## config.mk

```make
export PLATFORM = sky130hd
export DESIGN_NAME = wb_rr_arbiter
export DESIGN_NICKNAME = d
export VERILOG_FILES = /design/src/rtl/wb_arb_pkg.sv /design/src/rtl/rr_prio_enc.sv /design/src/rtl/wb_rr_arbiter.sv
export SDC_FILE = /design/constraint.sdc
export NUM_CORES = 1
export LEC_CHECK = 0
export CAP_MARGIN = 30
export CORE_AREA = 4 4 110 112
export CTS_CLUSTER_SIZE = 40
export DETAILED_ROUTE_END_ITERATION = 8
export DIE_AREA = 0 0 114 116
export DONT_BUFFER_PORTS = 1
export PLACE_DENSITY = 0.34
export SYNTH_ARGS = -nofsm -noshare
export SYNTH_HDL_FRONTEND = slang
export SYNTH_SLANG_ARGS = --single-unit
```

## constraint.sdc

```tcl
create_clock -name wb_clk_i -period 1.1 [get_ports wb_clk_i]
set_input_delay 0.22 -clock wb_clk_i [delete_from_list [all_inputs] [get_ports wb_clk_i]]
set_output_delay 0.22 -clock wb_clk_i [all_outputs]
set_load 0.005 [all_outputs]
```

## src/rtl/wb_arb_pkg.sv

```systemverilog
// Shared state type and Wishbone width constants for the round-robin arbiter.
package wb_arb_pkg;
    localparam int WB_AW          = 32;
    localparam int WB_DW          = 32;
    localparam int WB_SW          = 4;
    localparam int WB_MAX_MASTERS = 8;

    typedef enum logic {
        IDLE = 1'b0,
        BUSY = 1'b1
    } arb_state_e;
endpackage

```

## src/rtl/rr_prio_enc.sv

```systemverilog
// Rotate-and-priority encoder: picks the first requester after last_i,
// searching upward and wrapping to index 0.
module rr_prio_enc
    import wb_arb_pkg::*;
#(
    parameter int N  = 2,
    parameter int IW = $clog2(N)
) (
    input  logic [N-1:0]  req_i,
    input  logic [IW-1:0] last_i,
    output logic          valid_o,
    output logic [IW-1:0] idx_o
);
    localparam logic [IW:0] N_W = (IW+1)'(N);

    logic [2*N-1:0] req_dbl;
    logic [N-1:0]   req_rot;
    logic [IW:0]    base;
    logic [IW:0]    sum;
    logic [IW-1:0]  pos;

    // Doubling the vector turns the wrap-around into a plain window select.
    assign base    = {1'b0, last_i} + 1'b1;
    assign req_dbl = {req_i, req_i};
    assign req_rot = req_dbl[base +: N];

    always_comb begin
        pos = '0;
        for (int i = N-1; i >= 0; i--) begin
            if (req_rot[i]) begin
                pos = IW'(i);
            end
        end
    end

    assign sum     = base + {1'b0, pos};
    assign valid_o = |req_i;
    assign idx_o   = (sum >= N_W) ? IW'(sum - N_W) : sum[IW-1:0];
endmodule

```

## src/rtl/wb_rr_arbiter.sv

```systemverilog
// Round-robin Wishbone arbiter, N masters onto one slave with bus lock.
// Define WB_ARB_TIMEOUT_EN to abort transfers the slave never answers.
module wb_rr_arbiter
    import wb_arb_pkg::*;
#(
    parameter int C_NUM_MASTERS = 2,
    parameter int C_TIMEOUT     = 255
) (
    input  logic                           wb_clk_i,
    input  logic                           wb_rst_i,
    input  logic [C_NUM_MASTERS-1:0]       m_cyc_i,
    input  logic [C_NUM_MASTERS-1:0]       m_stb_i,
    input  logic [C_NUM_MASTERS-1:0]       m_we_i,
    input  logic [WB_SW*C_NUM_MASTERS-1:0] m_sel_i,
    input  logic [WB_AW*C_NUM_MASTERS-1:0] m_adr_i,
    input  logic [WB_DW*C_NUM_MASTERS-1:0] m_dat_i,
    output logic [WB_DW-1:0]               m_dat_o,
    output logic [C_NUM_MASTERS-1:0]       m_ack_o,
    output logic [C_NUM_MASTERS-1:0]       m_err_o,
    output logic                           s_cyc_o,
    output logic                           s_stb_o,
    output logic                           s_we_o,
    output logic [WB_SW-1:0]               s_sel_o,
    output logic [WB_AW-1:0]               s_adr_o,
    output logic [WB_DW-1:0]               s_dat_o,
    input  logic [WB_DW-1:0]               s_dat_i,
    input  logic                           s_ack_i,
    input  logic                           s_err_i
);
    localparam int IW = $clog2(C_NUM_MASTERS);

    arb_state_e    state_q, state_d;
    logic [IW-1:0] grant_q, grant_d;
    logic [IW-1:0] last_q, last_d;
    logic          enc_valid;
    logic [IW-1:0] enc_idx;
    logic          busy;
    logic          timeout_hit;

    logic [WB_SW-1:0] sel_arr [C_NUM_MASTERS];
    logic [WB_AW-1:0] adr_arr [C_NUM_MASTERS];
    logic [WB_DW-1:0] dat_arr [C_NUM_MASTERS];

    rr_prio_enc #(.N(C_NUM_MASTERS), .IW(IW)) u_enc (
        .req_i   (m_cyc_i),
        .last_i  (last_q),
        .valid_o (enc_valid),
        .idx_o   (enc_idx)
    );

    // Reset masks everything so an abandoned transfer never sees ack/err.
    assign busy    = (state_q == BUSY) && !wb_rst_i;
    assign m_dat_o = s_dat_i;

    genvar gi;
    generate
        for (gi = 0; gi < C_NUM_MASTERS; gi++) begin : g_master
            assign sel_arr[gi] = m_sel_i[WB_SW*gi +: WB_SW];
            assign adr_arr[gi] = m_adr_i[WB_AW*gi +: WB_AW];
            assign dat_arr[gi] = m_dat_i[WB_DW*gi +: WB_DW];
            assign m_ack_o[gi] = busy && (grant_q == IW'(gi)) && s_ack_i && !timeout_hit;
            assign m_err_o[gi] = busy && (grant_q == IW'(gi)) && (s_err_i || timeout_hit);
        end
    endgenerate

`ifdef WB_ARB_TIMEOUT_EN
    localparam int CW = $clog2(C_TIMEOUT + 1);

    logic [CW-1:0] tmo_q, tmo_d;

    assign timeout_hit = busy && (tmo_q == CW'(C_TIMEOUT));

    always_comb begin
        tmo_d = tmo_q;
        if ((state_q != BUSY) || (state_d != BUSY) || s_ack_i || s_err_i) begin
            tmo_d = '0;
        end else if (s_stb_o) begin
            tmo_d = tmo_q + 1'b1;
        end
    end

    always_ff @(posedge wb_clk_i) begin
        if (wb_rst_i) begin
            tmo_q <= '0;
        end else begin
            tmo_q <= tmo_d;
        end
    end
`else
    assign timeout_hit = 1'b0;
`endif

    always_comb begin
        s_cyc_o = 1'b0;
        s_stb_o = 1'b0;
        s_we_o  = 1'b0;
        s_sel_o = '0;
        s_adr_o = '0;
        s_dat_o = '0;
        if (busy) begin
            s_cyc_o = m_cyc_i[grant_q] && !timeout_hit;
            s_stb_o = m_stb_i[grant_q] && !timeout_hit;
            s_we_o  = m_we_i[grant_q];
            s_sel_o = sel_arr[grant_q];
            s_adr_o = adr_arr[grant_q];
            s_dat_o = dat_arr[grant_q];
        end
    end

    always_comb begin
        state_d = state_q;
        grant_d = grant_q;
        last_d  = last_q;
        case (state_q)
            IDLE: begin
                if (enc_valid) begin
                    grant_d = enc_idx;
                    state_d = BUSY;
                end
            end
            BUSY: begin
                if (!m_cyc_i[grant_q] || timeout_hit) begin
                    state_d = IDLE;
                    last_d  = grant_q;
                    grant_d = '0;
                end
            end
            default: state_d = IDLE;
        endcase
    end

    always_ff @(posedge wb_clk_i) begin
        if (wb_rst_i) begin
            state_q <= IDLE;
            grant_q <= '0;
            last_q  <= IW'(C_NUM_MASTERS - 1);
        end else begin
            state_q <= state_d;
            grant_q <= grant_d;
            last_q  <= last_d;
        end
    end
endmodule

```

==> results.txt <==
Initial Util - 0.134
Mean Syn Cell Area - 7.05 um^2
Routed via count - 1362
Register area share after synthesis - 0.0398
Leakage power - 0.575 nW
Clk pwr share - 0.415
Peak Freq - 710 MHz
CTS tree - yes
DP Area - 1430 um^2
Hold depth - 1
Worst Max-Slew Pin Slew - 263 ps
First DRT Iteration DRCs - 26
Mapped cell area - 1510 um^2
DIE AREA - 13200 um^2
Max-slew violations - 0
Crit path cell chain - buf_16, mux2i_2, nor2_1
Final worst slack - -309 ps
Critical path type - flip-flop to primary output
Largest net degree at the start of global routing - 39
Startpoint types - flip-flop
Worst min-delay path category - primary input to flip-flop
Worst-path clk slew - 30 ps
Final Instance Area - 1740 um^2
Synth area leaders - mux2i_1 47%, nor2_1 18%, buf_4 18%, dfxtp_1 4.0%, buf_2 3.0%
Synth cell types - 18
Outcome - finished, violations left
Number of fill cells - 1269
CTS Buf Count - 3
Peak supply drop - 496 uV
Tot GR Track Use - 0.0640
Total power - 1.38 mW
Rel. slew slack - 0.825
P_sw - 0.437 mW
Comb pwr share - 0.480
Most frequent cells in the layout - 72 x nor2_1, 68 x mux2i_1, 5 x buf_6
Hold EP - grant_q
RR Endpoint - state_q
Area Growth Syn to Fin - 15.4%
Pwr dens - 795 nW/um^2
Core Rows - 39
Period utilization - 1.28
Crit. End Element - primary output
Nets - 364
Drt wl/cell - 17.0 um
Hold_sp - wb_rst_i
Die Span X - 114 um
Max-cap violation count - 0
Synth top area share - 0.471
Vias per cell - 4.15
Vias in the first global route - 1230
WP data arrival - 1190 ps
Port bufs - 0
Placer Congestion - 0.631
IO Pins - 285
Violated checks - negative setup slack
Total core area - 11200 um^2
Reg2reg path depth - 6
# diodes - 0
Layout cell share with drive strength beyond 1 - 0.178
CP delay by family, top - flip-flops
Clock Tree Root - clkbuf_16
WP data required - 880 ps
Worst path buffer plus inverter count - 1
DR pass1 iterations - 4
Setup repair after global routing missed its margin - true
Die H - 116 um
Clock skew - 1.75 ps
Gr ovfl total - 0
Largest stage delay, worst path - 420 ps
Reg-to-reg critical path startpoint - grant_q
First-pass GRT wire length - 6510 um
Hold_ws - 61.2 ps
DR DRC count - 0
Routed wire length - 5570 um
Multi-input logic area - 1160 um^2
Worst-Skew Late Latency - 220 ps
Clk sinks - 3
Final number of setup-violating endpoints - 76
Seq pwr share - 0.105
Cells after Synth - 214
Post-DRT Antenna Nets - 0
Max H-tree Level - 1
Register Area - 65.1 um^2
HPWL after DPL - 4050 um
Cell taking the most area after synthesis - mux2i_1
Max clock buf depth - 2
Yosys reg bits - 3
Commonest non-fill, non-tap cell in the layout - nor2_1
Hold violation count in the final report - 0
CP max stage cell - dfxtp_4
Mapped Nets - 392
Initial antenna violation count - 0
Internal power - 0.946 mW
Fin crit period - 1410 ps
FF-to-FF setup slack - 0 ps
Sw frac - 0.316
Synth Warn # - 0
Critical-path maximum fanout - 19
==> registers in the layout, summed over array words and instances (netlist names) <==
| signal | count |
|---|---|
| grant_q | 1 |
| last_q | 1 |
| state_q | 1 |
==> layer usage <==
layer / track usage / routed length, um / vias up
met2: 0.126 / 3000 / 119
li1: - / - / 622
met1: 0.0652 / 1840 / 611
met3: 0.0188 / 647 / 10
met5: 0 / 0 / -
met4: 0.0166 / 88 / 0
==> how the worst max path moves through the flow <==
stage | from | to | slack [ps] | cells after the start
detailed placement | grant_q | s_adr_o[12] | -140 | 3
CTS | grant_q | s_adr_o[1] | -330 | 4
global placement | grant_q | s_adr_o[12] | -120 | 3
global route | grant_q | s_dat_o[4] | -380 | 4
finish | grant_q | s_adr_o[12] | -310 | 3
floorplan | grant_q | s_dat_o[18] | -50 | 5
==> metrics by stage <==
step	worst slack (ps)	utilization	cells	TNS [ps]
final	-309	0.155	328	-19380
after global routing	-382	0.155	328	-23750
after global placement	-117	0.127	315	-2030
after floorplan	-48.2	-	214	-430
after CTS	-332	0.154	328	-21430
after detailed placement	-145	0.127	315	-3080
==> Yosys cell counts, drive strengths merged <==
cell    number
nor3b        2
clkbuf       2
nand3b       1
buf         47
nand2b       4
a211oi       1
nor3         1
nand2        2
dfxtp        3
nor2b        1
and3         2
mux2i       71
nor2        73
a21oi        3
nand3        1
==> what timing repair did <==
action                                  in CTS  in global routing
hold buffers                                 0                  0
endpoints found under the setup margin      75                 76
resized for setup                           13                 14
setup buffers                                5                  2
pin swaps                                    0                  7
gates cloned                                 4                  1
==> cell type report <==
cell class | instances | area share
clock buffer | 4 | 0.0453
sequential | 3 | 0.0374
timing repair buffer | 16 | 0.150
tap | 143 | 0.103
multi-input combinational | 162 | 0.664
==> power by group through the flow <==
stage | logic [mW] | registers (mW) | clock network [mW]
global route | 0.722 | 0.148 | 0.609
finish | 0.664 | 0.145 | 0.574
floorplan | 0.566 | 0.133 | 0
global placement | 0.519 | 0.138 | 0
CTS | 0.682 | 0.140 | 0.582
detailed placement | 0.527 | 0.138 | 0
==> logic make-up (layout without fill, tap and decap cells) <==
| family | count (synthesis) | count (layout) | share of synthesized area |
|---|---|---|---|
| and+or+nand+nor | 87 | 87 | 0.237 |
| DFF | 3 | 3 | 0.0398 |
| AOI/OAI and AO/OA | 4 | 4 | 0.0149 |
| buffers and inverters | 49 | 20 | 0.237 |
| muxes | 71 | 71 | 0.471 |
No activity file was read; power rests on OpenSTA's default activity.
